## src/rtl/watch_defs.vh

```
// Shared bus-watch encodings: channel mode values and trace word field offsets.
// A trace word is {rw, ch, data, addr}, addr at bit 0.
`ifndef WATCH_DEFS_VH
`define WATCH_DEFS_VH

`define MODE_OFF 2'b00
`define MODE_RD  2'b01
`define MODE_WR  2'b10
`define MODE_ANY 2'b11

`define TRACE_ADDR_LSB 0
`define TRACE_DATA_LSB(aw) (aw)
`define TRACE_CH_LSB(aw, dw) ((aw) + (dw))
`define TRACE_RW_BIT(aw, dw, iw) ((aw) + (dw) + (iw))

`endif

```

## src/rtl/bus_watch_unit_pkg.sv

```systemverilog
// Types and helpers shared by the bus watchpoint unit.
`include "watch_defs.vh"

package bus_watch_unit_pkg;

    typedef enum logic [1:0] {
        ModeOff = `MODE_OFF,
        ModeRd  = `MODE_RD,
        ModeWr  = `MODE_WR,
        ModeAny = `MODE_ANY
    } mode_e;

    // Channel index width, never narrower than one bit.
    function automatic int unsigned idx_width(input int unsigned n);
        return (n > 1) ? $clog2(n) : 1;
    endfunction

endpackage

```

## src/rtl/watch_fifo.sv

```systemverilog
// First-word-fall-through register FIFO; head is visible whenever empty_o is low.
module watch_fifo #(
    parameter int unsigned WIDTH = 8,
    parameter int unsigned DEPTH = 16
) (
    input  logic             clk_i,
    input  logic             rst_i,
    input  logic             push_i,
    input  logic [WIDTH-1:0] data_i,
    input  logic             pop_i,
    output logic             full_o,
    output logic             empty_o,
    output logic [WIDTH-1:0] data_o
);

    localparam int unsigned AW = $clog2(DEPTH);

    logic [AW:0]      wr_ptr_q, rd_ptr_q;
    logic [WIDTH-1:0] mem_q [DEPTH];
    logic             pop_en, push_en;

    assign empty_o = (wr_ptr_q == rd_ptr_q);
    assign full_o  = (wr_ptr_q[AW] != rd_ptr_q[AW]) && (wr_ptr_q[AW-1:0] == rd_ptr_q[AW-1:0]);
    assign pop_en  = pop_i && !empty_o;
    // A pop frees the slot this cycle, so a push into a full FIFO is still accepted.
    assign push_en = push_i && (!full_o || pop_en);
    assign data_o  = mem_q[rd_ptr_q[AW-1:0]];

    always_ff @(posedge clk_i or posedge rst_i) begin
        if (rst_i) begin
            wr_ptr_q <= '0;
            rd_ptr_q <= '0;
            for (int i = 0; i < int'(DEPTH); i++) begin
                mem_q[i] <= '0;
            end
        end else begin
            if (push_en) begin
                mem_q[wr_ptr_q[AW-1:0]] <= data_i;
                wr_ptr_q <= wr_ptr_q + 1'b1;
            end
            if (pop_en) begin
                rd_ptr_q <= rd_ptr_q + 1'b1;
            end
        end
    end

endmodule

```

## src/rtl/bus_watch_unit.sv

```systemverilog
// Multi-channel 6502 bus watchpoint: per-channel address/mask/mode compare, saturating
// hit counters, sticky threshold halt request and a trace FIFO of matching cycles.
`include "watch_defs.vh"

module bus_watch_unit
    import bus_watch_unit_pkg::*;
#(
    parameter int unsigned NUM_CH = 4,
    parameter int unsigned ADDR_W = 16,
    parameter int unsigned DATA_W = 8,
    parameter int unsigned CNT_W  = 8,
    parameter int unsigned DEPTH  = 16,
    localparam int unsigned IDX_W   = idx_width(NUM_CH),
    localparam int unsigned TRACE_W = 1 + IDX_W + DATA_W + ADDR_W
) (
    input  logic                      clk_i,
    input  logic                      rst_i,
    input  logic                      sample_i,
    input  logic [ADDR_W-1:0]         addr_i,
    input  logic [DATA_W-1:0]         data_i,
    input  logic                      rw_i,
    input  logic [NUM_CH*ADDR_W-1:0]  match_addr_i,
    input  logic [NUM_CH*ADDR_W-1:0]  match_mask_i,
    input  logic [NUM_CH*2-1:0]       match_mode_i,
    input  logic [NUM_CH*CNT_W-1:0]   threshold_i,
    input  logic                      count_clr_i,
    input  logic                      halt_clr_i,
    output logic [NUM_CH-1:0]         hit_o,
    output logic [NUM_CH*CNT_W-1:0]   count_o,
    output logic                      halt_req_o,
    output logic [IDX_W-1:0]          halt_ch_o,
    output logic                      trace_valid_o,
    output logic [TRACE_W-1:0]        trace_data_o,
    input  logic                      trace_pop_i,
    output logic                      trace_ovf_o
);

    localparam logic [CNT_W-1:0] CntMax = {CNT_W{1'b1}};

    logic [NUM_CH-1:0]  match, trig;
    logic [NUM_CH-1:0]  hit_q;
    logic               halt_q, halt_d;
    logic [IDX_W-1:0]   halt_ch_q, halt_ch_d;
    logic               ovf_q, ovf_d;
    logic [IDX_W-1:0]   match_idx, trig_idx;
    logic [TRACE_W-1:0] entry;
    logic               push, pop_eff, fifo_full, fifo_empty;

    for (genvar c = 0; c < NUM_CH; c++) begin : g_ch
        logic [ADDR_W-1:0] ch_addr, ch_mask;
        logic [1:0]        ch_mode;
        logic [CNT_W-1:0]  ch_thr, cnt_q, cnt_d;
        logic              mode_ok, sat;

        assign ch_addr = match_addr_i[c*ADDR_W +: ADDR_W];
        assign ch_mask = match_mask_i[c*ADDR_W +: ADDR_W];
        assign ch_mode = match_mode_i[c*2 +: 2];
        assign ch_thr  = threshold_i[c*CNT_W +: CNT_W];

        assign mode_ok = (ch_mode == ModeAny) || (ch_mode == ModeRd && rw_i)
                      || (ch_mode == ModeWr && !rw_i);
        assign match[c] = sample_i && (ch_mode != ModeOff) && mode_ok
                       && (((addr_i ^ ch_addr) & ~ch_mask) == '0);
        assign sat = (cnt_q == CntMax);

        always_comb begin
            cnt_d = cnt_q;
            if (count_clr_i) begin
                cnt_d = '0;
            end else if (match[c] && !sat) begin
                cnt_d = cnt_q + 1'b1;
            end
        end

        // Only a real increment can trigger, so a saturated counter stays quiet.
        assign trig[c] = match[c] && !count_clr_i && !sat && (ch_thr != '0) && (cnt_d == ch_thr);

        always_ff @(posedge clk_i or posedge rst_i) begin
            if (rst_i) begin
                cnt_q <= '0;
            end else begin
                cnt_q <= cnt_d;
            end
        end

        assign count_o[c*CNT_W +: CNT_W] = cnt_q;
    end

    always_comb begin
        match_idx = '0;
        trig_idx  = '0;
        for (int c = int'(NUM_CH) - 1; c >= 0; c--) begin
            if (match[c]) begin
                match_idx = IDX_W'(c);
            end
            if (trig[c]) begin
                trig_idx = IDX_W'(c);
            end
        end
    end

    always_comb begin
        halt_d    = halt_q;
        halt_ch_d = halt_ch_q;
        if (|trig) begin
            halt_d    = 1'b1;
            halt_ch_d = trig_idx;
        end else if (halt_clr_i) begin
            halt_d = 1'b0;
        end
    end

    assign push    = |match;
    assign pop_eff = trace_pop_i && !fifo_empty;

    always_comb begin
        entry = '0;
        entry[`TRACE_ADDR_LSB +: ADDR_W]               = addr_i;
        entry[`TRACE_DATA_LSB(ADDR_W) +: DATA_W]       = data_i;
        entry[`TRACE_CH_LSB(ADDR_W, DATA_W) +: IDX_W]  = match_idx;
        entry[`TRACE_RW_BIT(ADDR_W, DATA_W, IDX_W)]    = rw_i;
    end

    always_comb begin
        ovf_d = ovf_q;
        if (push && fifo_full && !pop_eff) begin
            ovf_d = 1'b1;
        end
        if (count_clr_i) begin
            ovf_d = 1'b0;
        end
    end

    always_ff @(posedge clk_i or posedge rst_i) begin
        if (rst_i) begin
            hit_q     <= '0;
            halt_q    <= 1'b0;
            halt_ch_q <= '0;
            ovf_q     <= 1'b0;
        end else begin
            hit_q     <= match;
            halt_q    <= halt_d;
            halt_ch_q <= halt_ch_d;
            ovf_q     <= ovf_d;
        end
    end

    watch_fifo #(
        .WIDTH (TRACE_W),
        .DEPTH (DEPTH)
    ) u_fifo (
        .clk_i   (clk_i),
        .rst_i   (rst_i),
        .push_i  (push),
        .data_i  (entry),
        .pop_i   (trace_pop_i),
        .full_o  (fifo_full),
        .empty_o (fifo_empty),
        .data_o  (trace_data_o)
    );

    assign hit_o         = hit_q;
    assign halt_req_o    = halt_q;
    assign halt_ch_o     = halt_ch_q;
    assign trace_valid_o = !fifo_empty;
    assign trace_ovf_o   = ovf_q;

endmodule

```

## config.mk

```make
export PLATFORM = sky130hd
export DESIGN_NAME = bus_watch_unit
export DESIGN_NICKNAME = d
export VERILOG_FILES = /design/src/rtl/bus_watch_unit_pkg.sv /design/src/rtl/watch_fifo.sv /design/src/rtl/bus_watch_unit.sv
export VERILOG_INCLUDE_DIRS = /design/src /design/src/rtl
export SDC_FILE = /design/constraint.sdc
export NUM_CORES = 1
export LEC_CHECK = 0
export ABC_AREA = 0
export ABC_CLOCK_PERIOD_IN_PS = 18400
export CORE_ASPECT_RATIO = 1.2
export CORE_MARGIN = 2
export CORE_UTILIZATION = 55
export CTS_CLUSTER_SIZE = 10
export DETAILED_ROUTE_END_ITERATION = 10
export PLACE_DENSITY = 0.78
export SYNTH_ARGS = -nofsm -noshare
export SYNTH_HDL_FRONTEND = slang
export SYNTH_SLANG_ARGS = --single-unit
```

## constraint.sdc

```tcl
create_clock -name clk_i -period 18.4 [get_ports clk_i]
set_input_delay 2.76 -clock clk_i [delete_from_list [all_inputs] [get_ports clk_i]]
set_output_delay 2.76 -clock clk_i [all_outputs]
set_load 0.05 [all_outputs]
```

==> reports/results.ini <==
[clocking]
worstSkewPairLatency_ns = 0.58
path_clk_slew_ns = 0.05
htreeDepth = 2
cts.sinks = 482
cts_tree = built
post-cts-setup-buffers = 0
cts_buffer_depth = 3
cts_made_buffers = 54
cts_root_buffer = clkbuf_16
hold_buffers = 0
ctsResizeCount = 0

[grt]
antenna_found_initial = 1
grt_usage = 0.298
gr-total-overflow = 0
use_met1 = 0.365
use_met2 = 0.505
grt_max_degree = 189
top_usage_layer = met2
grt_pass1_wl_mm = 101
grtUsageMet3 = 0.0608
grt_pass1_vias = 16500

[drt]
dr.pass1.iters = 5
wl_mm = 65.6
drt-vias-per-instance = 6.35
ant_nets = 0
drc = 0
vias = 15300
first_iter_violations = 1001
wl_per_cell_um = 27.3

[place]
dpl.hpwl_mm = 44.2
dp_slack_ns = 10.57
placement.io_buffers = 266
place_congestion = 0.988

[synthesis]
synth_edf_count = 0
synth_area_um2 = 23700
synth-seq-area-share = 0.510
synth_top_area_frac = 0.510
yosys-top-cells-area = dfrtp_1, mux2_2, mux4_2
ys_seq_elements = 482
yosysWarnings = 0
ys.flop_type = dfrtp_1
yosys.area.top_type = dfrtp_1
async_flop_share = 1.00
yosysUniqueCellTypes = 67
synth_fp_nets = 1831
syn_area_per_cell_um2 = 14.6
synthCells = 1623

[setup_path]
start_kind = primary input
max_stage_delay_ns = 0.98
critPathCaptureType = flop
path_buf_inv = 2
cp_data_required_time_ns = 18.85
crit_family = simple AND/OR/NAND/NOR gates
slowest_stage = clkdlybuf4s50_1
arrival_ns = 7.79
crit_chain = clkdlybuf4s50_1 -> xnor2_1 -> o22ai_1 -> nor4_1 -> nand3_1 -> o31ai_2 -> o32a_2 -> and2_1 -> nand2_1 -> buf_4 -> mux2_2
worstPathMaxFanout = 20
critical_path_class = primary input to flop

[final_layout]
final_common_cell = dfrtp_1
layout-area-overhead-vs-synth_pct = 18.9
diodes = 0
drive_gt1_frac = 0.344
nets = 2052
final_cell_mix = dfrtp_1, mux2_2, clkdlybuf4s50_1
final_util = 0.661

[floorplan]
num_rows = 83
die_h_um = 231
core_area_um2 = 42600
start_util = 0.556
ios = 267
fp.dieW_um = 193
dieArea_um2 = 44700

[power]
p_int_mw = 1.96
power_frac_comb = 0.212
leakagePower_nw = 13.1
pwr_density_cell_nw_per_um2 = 97.2
max-vdd-ir-drop_v = 0.0000762
p_sw_frac = 0.284
p_clk_frac = 0.345
seqPwrFrac = 0.443
p_switching_mw = 0.777

[status]
status = finished clean

[sta]
hold_viol = 0
rsz0062_at_grt = false
slew_headroom = 0.0892
fmaxAchievable_ghz = 0.136
period_share = 0.399
fin_setup_tns_ns = 0
period_needed_ns = 7.34
finalSetupViolations = 0
worstMarginPinSlew_ns = 1.36
slew_viol_final = 0
fin_skew_ns = 0.0111
setup_ws_ns = 11.06

[job]
maxCapViolations = 0

[hold_path]
worstHoldPathType = flop to flop

## synthesized netlist by cell type, types with 4 or more instances
library cell	count
a21oi_1	13
and2_1	8
and3_1	7
buf_1	22
buf_2	45
clkbuf_1	56
dfrtp_1	482
ha_1	9
inv_1	17
mux2_1	45
mux2_2	394
mux2i_1	11
mux4_2	135
nand2_1	38
nand2b_1	4
nand3_1	19
nand3_2	4
nand4_1	17
nor2_1	44
nor2b_1	6
nor3_1	11
nor4_1	10
o211ai_1	7
o21ai_0	9
o22ai_1	22
or3_1	8
or4_1	16
xnor2_1	80
xor2_1	27
## layer usage
layer	up-vias	routed length, um
met1	8024	24800
met3	158	4590
li1	6478	-
met4	2	3410
met2	598	32800
met5	-	9
## flip-flops by register name, summed over array words and instances (netlist names)
register,cells
u_fifo.mem_q,432
g_ch.cnt_q,32
u_fifo.rd_ptr_q,5
u_fifo.wr_ptr_q,5
hit_o,4
halt_ch_o,2
halt_req_o,1
trace_ovf_o,1
## cell families after synthesis
family	share of synthesized area
flip-flops	0.510
adder cells (fa/ha/maj)	0.00476
buffers and inverters	0.0260
AO/OA/AOI/OAI	0.0270
AND/OR/NAND/NOR	0.0488
XOR/XNOR	0.0415
multiplexers	0.342
## power by group through the flow
stage,combinational [mW],clock [mW],sequential (mW)
floorplan,0.452,0,1.17
global placement,0.579,0,1.23
detailed placement,0.583,0,1.23
CTS,0.586,0.960,1.21
global route,0.617,1.00,1.22
finish,0.580,0.943,1.21
## area by class of cell
class	instances	area, um2
clock inverter	1	5.00
sequential	482	12100
clock buffer	62	1470
tap	552	691
timing repair buffer	291	2860
fill	3045	14400
multi-input combinational	998	11000
inverter	17	71.3
## final timing paths
| check | slack, ns | cells past startpoint | start | to |
|---|---|---|---|---|
| min in group asynchronous | 2.79 | 2 | rst_i | hit_o[3] |
| max in group asynchronous | 12.24 | 5 | rst_i | u_fifo.mem_q[205] |
| hold / removal | 0.49 | 1 | u_fifo.mem_q[203] | u_fifo.mem_q[203] |
| setup reg to reg | 13.49 | 8 | u_fifo.rd_ptr_q[1] | u_fifo.mem_q[359] |
| hold reg to reg | 0.49 | 1 | u_fifo.mem_q[203] | u_fifo.mem_q[203] |
| setup / recovery | 11.06 | 11 | addr_i[0] | u_fifo.mem_q[359] |
## per-stage QoR
step | hold WS [ns] | total power, mW | area [um2] | std cells
floorplan | 0.459 | 1.62 | 23700 | 1623
global placement | 0.468 | 1.81 | 26700 | 2340
detailed placement | 0.479 | 1.81 | 26700 | 2340
CTS | 0.491 | 2.76 | 28100 | 2403
global route | 0.498 | 2.84 | 28100 | 2403
finish | 0.488 | 2.74 | 28100 | 2403
Power figures use the tool's default switching activity.
